<file path="config.mk">
export PLATFORM = sky130hd
export DESIGN_NAME = seg_scan_driver_flat
export DESIGN_NICKNAME = d
export VERILOG_FILES = /design/src/rtl/seg_scan_if.sv /design/src/rtl/seg_scan_driver.sv /design/src/flat_wrapper.sv
export SDC_FILE = /design/constraint.sdc
export NUM_CORES = 1
export LEC_CHECK = 0
export CORE_MARGIN = 1
export CORE_UTILIZATION = 54
export DETAILED_ROUTE_END_ITERATION = 8
export GPL_ROUTABILITY_DRIVEN = 0
export PLACE_DENSITY = 0.9
export SLEW_MARGIN = 0
export SYNTH_ARGS = -nofsm -noshare
export SYNTH_HDL_FRONTEND = slang
export SYNTH_SLANG_ARGS = --single-unit
export TNS_END_PERCENT = 5
</file>
<file path="constraint.sdc">
create_clock -name clk -period 3.3 [get_ports clk]
set_input_delay 0.495 -clock clk [delete_from_list [all_inputs] [get_ports clk]]
set_output_delay 0.495 -clock clk [all_outputs]
set_load 0.005 [all_outputs]
</file>
<file path="src/rtl/seg_scan_if.sv">
// Display-side bundle of the seven-segment scan driver.
// Shadow-load request lines plus registered anode/cathode pins.
interface seg_scan_if #(
  parameter int NUM_DIGITS = 4
);
  logic [4*NUM_DIGITS-1:0] digits;
  logic [NUM_DIGITS-1:0]   dots;
  logic                    load;
  logic                    lz_en;
  logic [NUM_DIGITS-1:0]   an_out;
  logic [7:0]              seg_out;

  modport master (
    output digits, dots, load, lz_en,
    input  an_out, seg_out
  );

  modport slave (
    input  digits, dots, load, lz_en,
    output an_out, seg_out
  );
endinterface

</file>
<file path="src/rtl/seg_scan_driver.sv">
// Time-multiplexed common-anode seven-segment scan driver.
// Define SEGSCAN_HEX_EN to decode codes 10..15 as A,b,C,d,E,F.
module seg_scan_driver #(
  parameter int NUM_DIGITS  = 4,
  parameter int REFRESH_DIV = 50000
) (
  input logic      clk,
  input logic      rst_n,
  seg_scan_if.slave bus
);

  localparam int CW = (REFRESH_DIV > 1) ? $clog2(REFRESH_DIV) : 1;
  localparam int IW = (NUM_DIGITS > 1) ? $clog2(NUM_DIGITS) : 1;
  localparam logic [CW-1:0] CNT_MAX = CW'(REFRESH_DIV - 1);
  localparam logic [IW-1:0] IDX_MAX = IW'(NUM_DIGITS - 1);

  logic [CW-1:0]           cnt_q, cnt_d;
  logic [IW-1:0]           idx_q, idx_d;
  logic                    run_q, run_d;
  logic [NUM_DIGITS-1:0]   an_q, an_d;
  logic [7:0]              seg_q, seg_d;
  logic [4*NUM_DIGITS-1:0] sh_dig_q, sh_dig_d;
  logic [NUM_DIGITS-1:0]   sh_dot_q, sh_dot_d;
  logic                    sh_lz_q, sh_lz_d;

  logic                    tick;
  logic [NUM_DIGITS-1:0]   lz_blank;
  logic [3:0]              cur_code;
  logic [7:0]              pat;

  function automatic logic [6:0] decode(input logic [3:0] c);
    logic [6:0] s;
    case (c)
      4'd0:    s = 7'h40;
      4'd1:    s = 7'h79;
      4'd2:    s = 7'h24;
      4'd3:    s = 7'h30;
      4'd4:    s = 7'h19;
      4'd5:    s = 7'h12;
      4'd6:    s = 7'h02;
      4'd7:    s = 7'h78;
      4'd8:    s = 7'h00;
      4'd9:    s = 7'h10;
`ifdef SEGSCAN_HEX_EN
      4'd10:   s = 7'h08;
      4'd11:   s = 7'h03;
      4'd12:   s = 7'h46;
      4'd13:   s = 7'h21;
      4'd14:   s = 7'h06;
      4'd15:   s = 7'h0E;
`endif
      default: s = 7'h7F;
    endcase
    return s;
  endfunction

  // Leading-zero mask: blank a digit when it and all digits above are zero.
  always_comb begin
    logic zr;
    zr = 1'b1;
    lz_blank = '0;
    for (int i = NUM_DIGITS - 1; i >= 0; i--) begin
      zr = zr & (sh_dig_q[4*i +: 4] == 4'd0);
      lz_blank[i] = sh_lz_q & (i != 0) & zr;
    end
  end

  // Pattern for the digit about to be selected, taken from the shadow copy.
  always_comb begin
    cur_code = sh_dig_q[4*int'(idx_d) +: 4];
    pat = {~sh_dot_q[idx_d],
           lz_blank[idx_d] ? 7'h7F : decode(cur_code)};
  end

  // Prescaler, digit index, blank/drive phase and shadow loading.
  always_comb begin
    tick  = (cnt_q == CNT_MAX);
    cnt_d = tick ? '0 : cnt_q + CW'(1);
    idx_d = idx_q;
    if (tick) begin
      idx_d = (idx_q == IDX_MAX) ? '0 : idx_q + IW'(1);
    end
    run_d = run_q | tick;
    an_d  = an_q;
    seg_d = seg_q;
    if (tick) begin
      an_d  = '1;
      seg_d = pat;
    end else if (run_q) begin
      an_d        = '1;
      an_d[idx_q] = 1'b0;
    end
    sh_dig_d = bus.load ? bus.digits : sh_dig_q;
    sh_dot_d = bus.load ? bus.dots   : sh_dot_q;
    sh_lz_d  = bus.load ? bus.lz_en  : sh_lz_q;
  end

  // State registers with asynchronous clear.
  always_ff @(posedge clk or negedge rst_n) begin
    if (!rst_n) begin
      cnt_q    <= '0;
      idx_q    <= IDX_MAX;
      run_q    <= 1'b0;
      an_q     <= '1;
      seg_q    <= 8'hFF;
      sh_dig_q <= '0;
      sh_dot_q <= '0;
      sh_lz_q  <= 1'b0;
    end else begin
      cnt_q    <= cnt_d;
      idx_q    <= idx_d;
      run_q    <= run_d;
      an_q     <= an_d;
      seg_q    <= seg_d;
      sh_dig_q <= sh_dig_d;
      sh_dot_q <= sh_dot_d;
      sh_lz_q  <= sh_lz_d;
    end
  end

  assign bus.an_out  = an_q;
  assign bus.seg_out = seg_q;

endmodule

</file>
<file path="src/flat_wrapper.sv">
// flat-port wrapper written by rule: the top's interface ports become plain ports
module seg_scan_driver_flat 
#(
  parameter int NUM_DIGITS  = 4,
  parameter int REFRESH_DIV = 50000
)
  (clk, rst_n, bus_digits, bus_dots, bus_load, bus_lz_en, bus_an_out, bus_seg_out);
  seg_scan_if #(.NUM_DIGITS(NUM_DIGITS)) bus_i ();
  input logic clk;
  input logic rst_n;
  input wire logic [$bits(bus_i.digits)-1:0] bus_digits;
  input wire logic [$bits(bus_i.dots)-1:0] bus_dots;
  input wire logic [$bits(bus_i.load)-1:0] bus_load;
  input wire logic [$bits(bus_i.lz_en)-1:0] bus_lz_en;
  output wire logic [$bits(bus_i.an_out)-1:0] bus_an_out;
  output wire logic [$bits(bus_i.seg_out)-1:0] bus_seg_out;
  assign bus_i.digits = bus_digits;
  assign bus_i.dots = bus_dots;
  assign bus_i.load = bus_load;
  assign bus_i.lz_en = bus_lz_en;
  assign bus_an_out = bus_i.an_out;
  assign bus_seg_out = bus_i.seg_out;
  seg_scan_driver #(.NUM_DIGITS(NUM_DIGITS), .REFRESH_DIV(REFRESH_DIV)) u_core (.clk(clk), .rst_n(rst_n), .bus(bus_i));
endmodule
</file>
==> results.md <==
- Port Buffers: 35
- Design Area, Final: 3130 um2
- FMAX: 336 MHz
- Power Density: 376 nW/um2
- Global-route usage over all layers: 22.6%
- Critical Setup Path Class: reg -> reg
- Syn avg cell area: 10.8 um2
- Largest net degree at the start of global routing: 50
- Io pins: 36
- Number of CTS-inserted buffers: 5
- Register bit total from synthesis: 52
- Status: finished clean
- Routed via count: 1950
- Mapped Area: 2630 um2
- Cts hold-fix bufs: 0
- Placed Cells: 328
- Max IR drop VDD: 0.300 mV
- Total gr overflow: 0
- Final wirelength: 5220 um
- Max-slew headroom: 29.8%
- ANT nets after route: 0
- Top_reg_cell synth: dfrtp_1
- Clock Tree Buf Depth: 2
- WP data required: 3.54 ns
- Clk_skew: 0.00637 ns
- Post_cts resized: 0
- Mapped Cells: 244
- P_sw: 279 uW
- Switching share of power: 23.8%
- Post-synthesis sequential area ratio: 50.1%
- Initial antenna violation count: 0
- Post-Layout Cell Count: 336
- Leak pwr: 0.00136 uW
- Hold Worst Slack: 0.354 ns
- Die area: 5150 um2
- Actual slew at the worst max-slew pin: 1.05 ns
- CTS tree: yes
- Initial Utilization: 56.1%
- Placed cell area: 3030 um2
- Commonest non-fill, non-tap cell in the layout: dfrtp_1
- H-tree depth: 2
- Async S/R FF share, synth: 100%
- Yosys warns: 0
- Vias per cell: 5.80
- Synth Net Count: 274
- 1st-iter DRT viols: 123
- Logic pwr share: 10.4%
- Final hold vios: 0
- DRC viols: 0
- Critical path arrival: 3.21 ns
- Post-synth EDFFs: 0
- Setup violators final: 0
- Max-Cap Viols: 0
- Layout cell share with drive strength beyond 1: 19.5%
- First-pass GRT wire length: 9010 um
- Clock power frac: 31.6%
- Min Tclk post-route: 2.97 ns
- Crit path max fanout: 6
- Clk Latency, worst-skew pair: 0.31 ns
- Area delta synth->final: 18.9%
- Drt pass-1 iters: 4
- Setup TNS: 0 ns
- Crit path cell chain: ha_1 -> and3_1 -> and4_1 -> mux2i_4 -> inv_4 -> a211oi_1 -> nor2_1 -> ha_1 -> inv_1 -> nor3_1 -> o21ai_0 -> a21oi_1
- Row count: 25
- Max stage delay on crit path: 0.38 ns
- Most frequent CP cell: ha_1
- CTS Root Cell: clkbuf_8
- Synth unique cells: 48
- HP Class: in -> async
- Fin util: 66.6%
- Die Height: 71.8 um
- Core ar.: 4690 um2
- Commonest non-fill, non-tap cells in the layout: dfrtp_1, clkdlybuf4s50_1, nand2_1, nor2_1, o21ai_0
- Crit share post-route: 90.1%
- Unrepaired setup endpoints after global routing: no
- Ant. Diodes: 0
- CTS sink count: 52
- CTS clk-pin slew, worst paths: 0.09 ns
- Slew Limit Fails: 0
- Die X: 71.8 um
- Crit path launch type: register
- CP max-delay cell: dfrtp_1
- Layout Nets: 311
- Int Power: 895 uW
- Vias in the first global route: 1970
- Seq pwr share: 58.0%
- Crit. End Element: register
- Wire per inst: 15.5 um
- Post-CTS Setup Repair Bufs: 0
- DP HPWL: 3980 um
power by group through the flow:
stage,Sequential (uW),Combinational [uW],Clock [uW]
floorplan,685,69.1,0
global placement,690,118,0
detailed placement,692,123,0
CTS,680,123,378
global route,683,137,399
finish,681,122,371
cell usage after synthesis, drive strengths merged (2+ instances only):
cell,n,area [um2]
mux2,14,161
xor2,9,78.8
clkbuf,7,26.3
o22ai,2,18.8
o21ai,17,85.1
inv,15,58.8
and4bb,2,25.0
a41oi,2,17.5
dfstp,14,368
nand2,25,93.8
and3,6,37.5
a21oi,6,41.3
a21boi,2,15.0
nor3,4,20.0
nor4,2,12.5
nor2,19,71.3
o211ai,4,30.0
nand2b,2,12.5
xnor2,4,35.0
ha,6,75.1
and2,3,18.8
dfrtp,38,951
nand3,6,30.0
buf,3,20.0
a211oi,17,160
worst max-delay path, delay by kind of cell (launching register included):
| family | cells | cell delay (ns) |
|---|---|---|
| adder cells (fa/ha/maj) | 2 | 0.50 |
| AND/OR/NAND/NOR | 4 | 0.94 |
| buffers and inverters | 2 | 0.14 |
| AO/OA/AOI/OAI | 3 | 0.57 |
| multiplexers | 1 | 0.37 |
| flip-flops | 1 | 0.38 |
worst paths after layout:
check                                     startpoint                           endpoint  slack [ns]  depth (start not counted)
setup / recovery           u_core.cnt_q[0]$_DFF_PN0_  u_core.bus.seg_out[1]$_DFFE_PN1N_        0.33                         12
min in group clk           u_core.cnt_q[0]$_DFF_PN0_          u_core.cnt_q[0]$_DFF_PN0_        0.47                          1
hold / removal                                 rst_n          u_core.cnt_q[8]$_DFF_PN0_        0.35                          1
hold reg to reg            u_core.cnt_q[0]$_DFF_PN0_          u_core.cnt_q[0]$_DFF_PN0_        0.47                          1
setup reg to reg           u_core.cnt_q[0]$_DFF_PN0_  u_core.bus.seg_out[1]$_DFFE_PN1N_        0.33                         12
max in group asynchronous                      rst_n  u_core.bus.seg_out[3]$_DFFE_PN1N_        2.17                          2
per-layer routing:
metal,up-vias,wire length [um],GRT usage (%)
met5,-,0,0
met4,0,157,9.80
met3,14,216,5.20
met2,59,2570,38.2
met1,938,2280,27.8
li1,939,-,-
through the flow:
stage | power (uW) | setup slack (ns)
5_1_grt | 1220 | 0.102
2_1_floorplan | 754 | 0.612
3_3_place_gp | 809 | 0.465
4_1_cts | 1180 | 0.342
6_report | 1170 | 0.328
3_5_place_dp | 815 | 0.377
flip-flops by register name, summed over array words and instances (netlist names):
| name | cells |
|---|---|
| u_core.bus.seg_out | 8 |
| u_core.sh_lz_q | 1 |
| u_core.run_q | 1 |
| u_core.sh_dig_q | 16 |
| u_core.cnt_q | 16 |
| u_core.idx_q | 2 |
| u_core.sh_dot_q | 4 |
| u_core.bus.an_out | 4 |
layout make-up:
cell class | instances | area [um2]
well taps | 54 | 67.6
multi-input cells | 167 | 1210
clock buffers | 6 | 82.6
repair buffers | 40 | 383
clock inverters | 2 | 10.0
flip-flops and latches | 52 | 1320
inverters | 15 | 58.8
fillers | 338 | 1570
cells by family after synthesis:
family,count (synthesis),synth area share (%)
simple gates,75,14.6
compound gates,57,16.3
flops,52,50.1
buf+inv,25,4.00
mux,16,7.85
xor+xnor,13,4.33
fa+ha+maj,6,2.85
(Power assumes the default switching activity.)
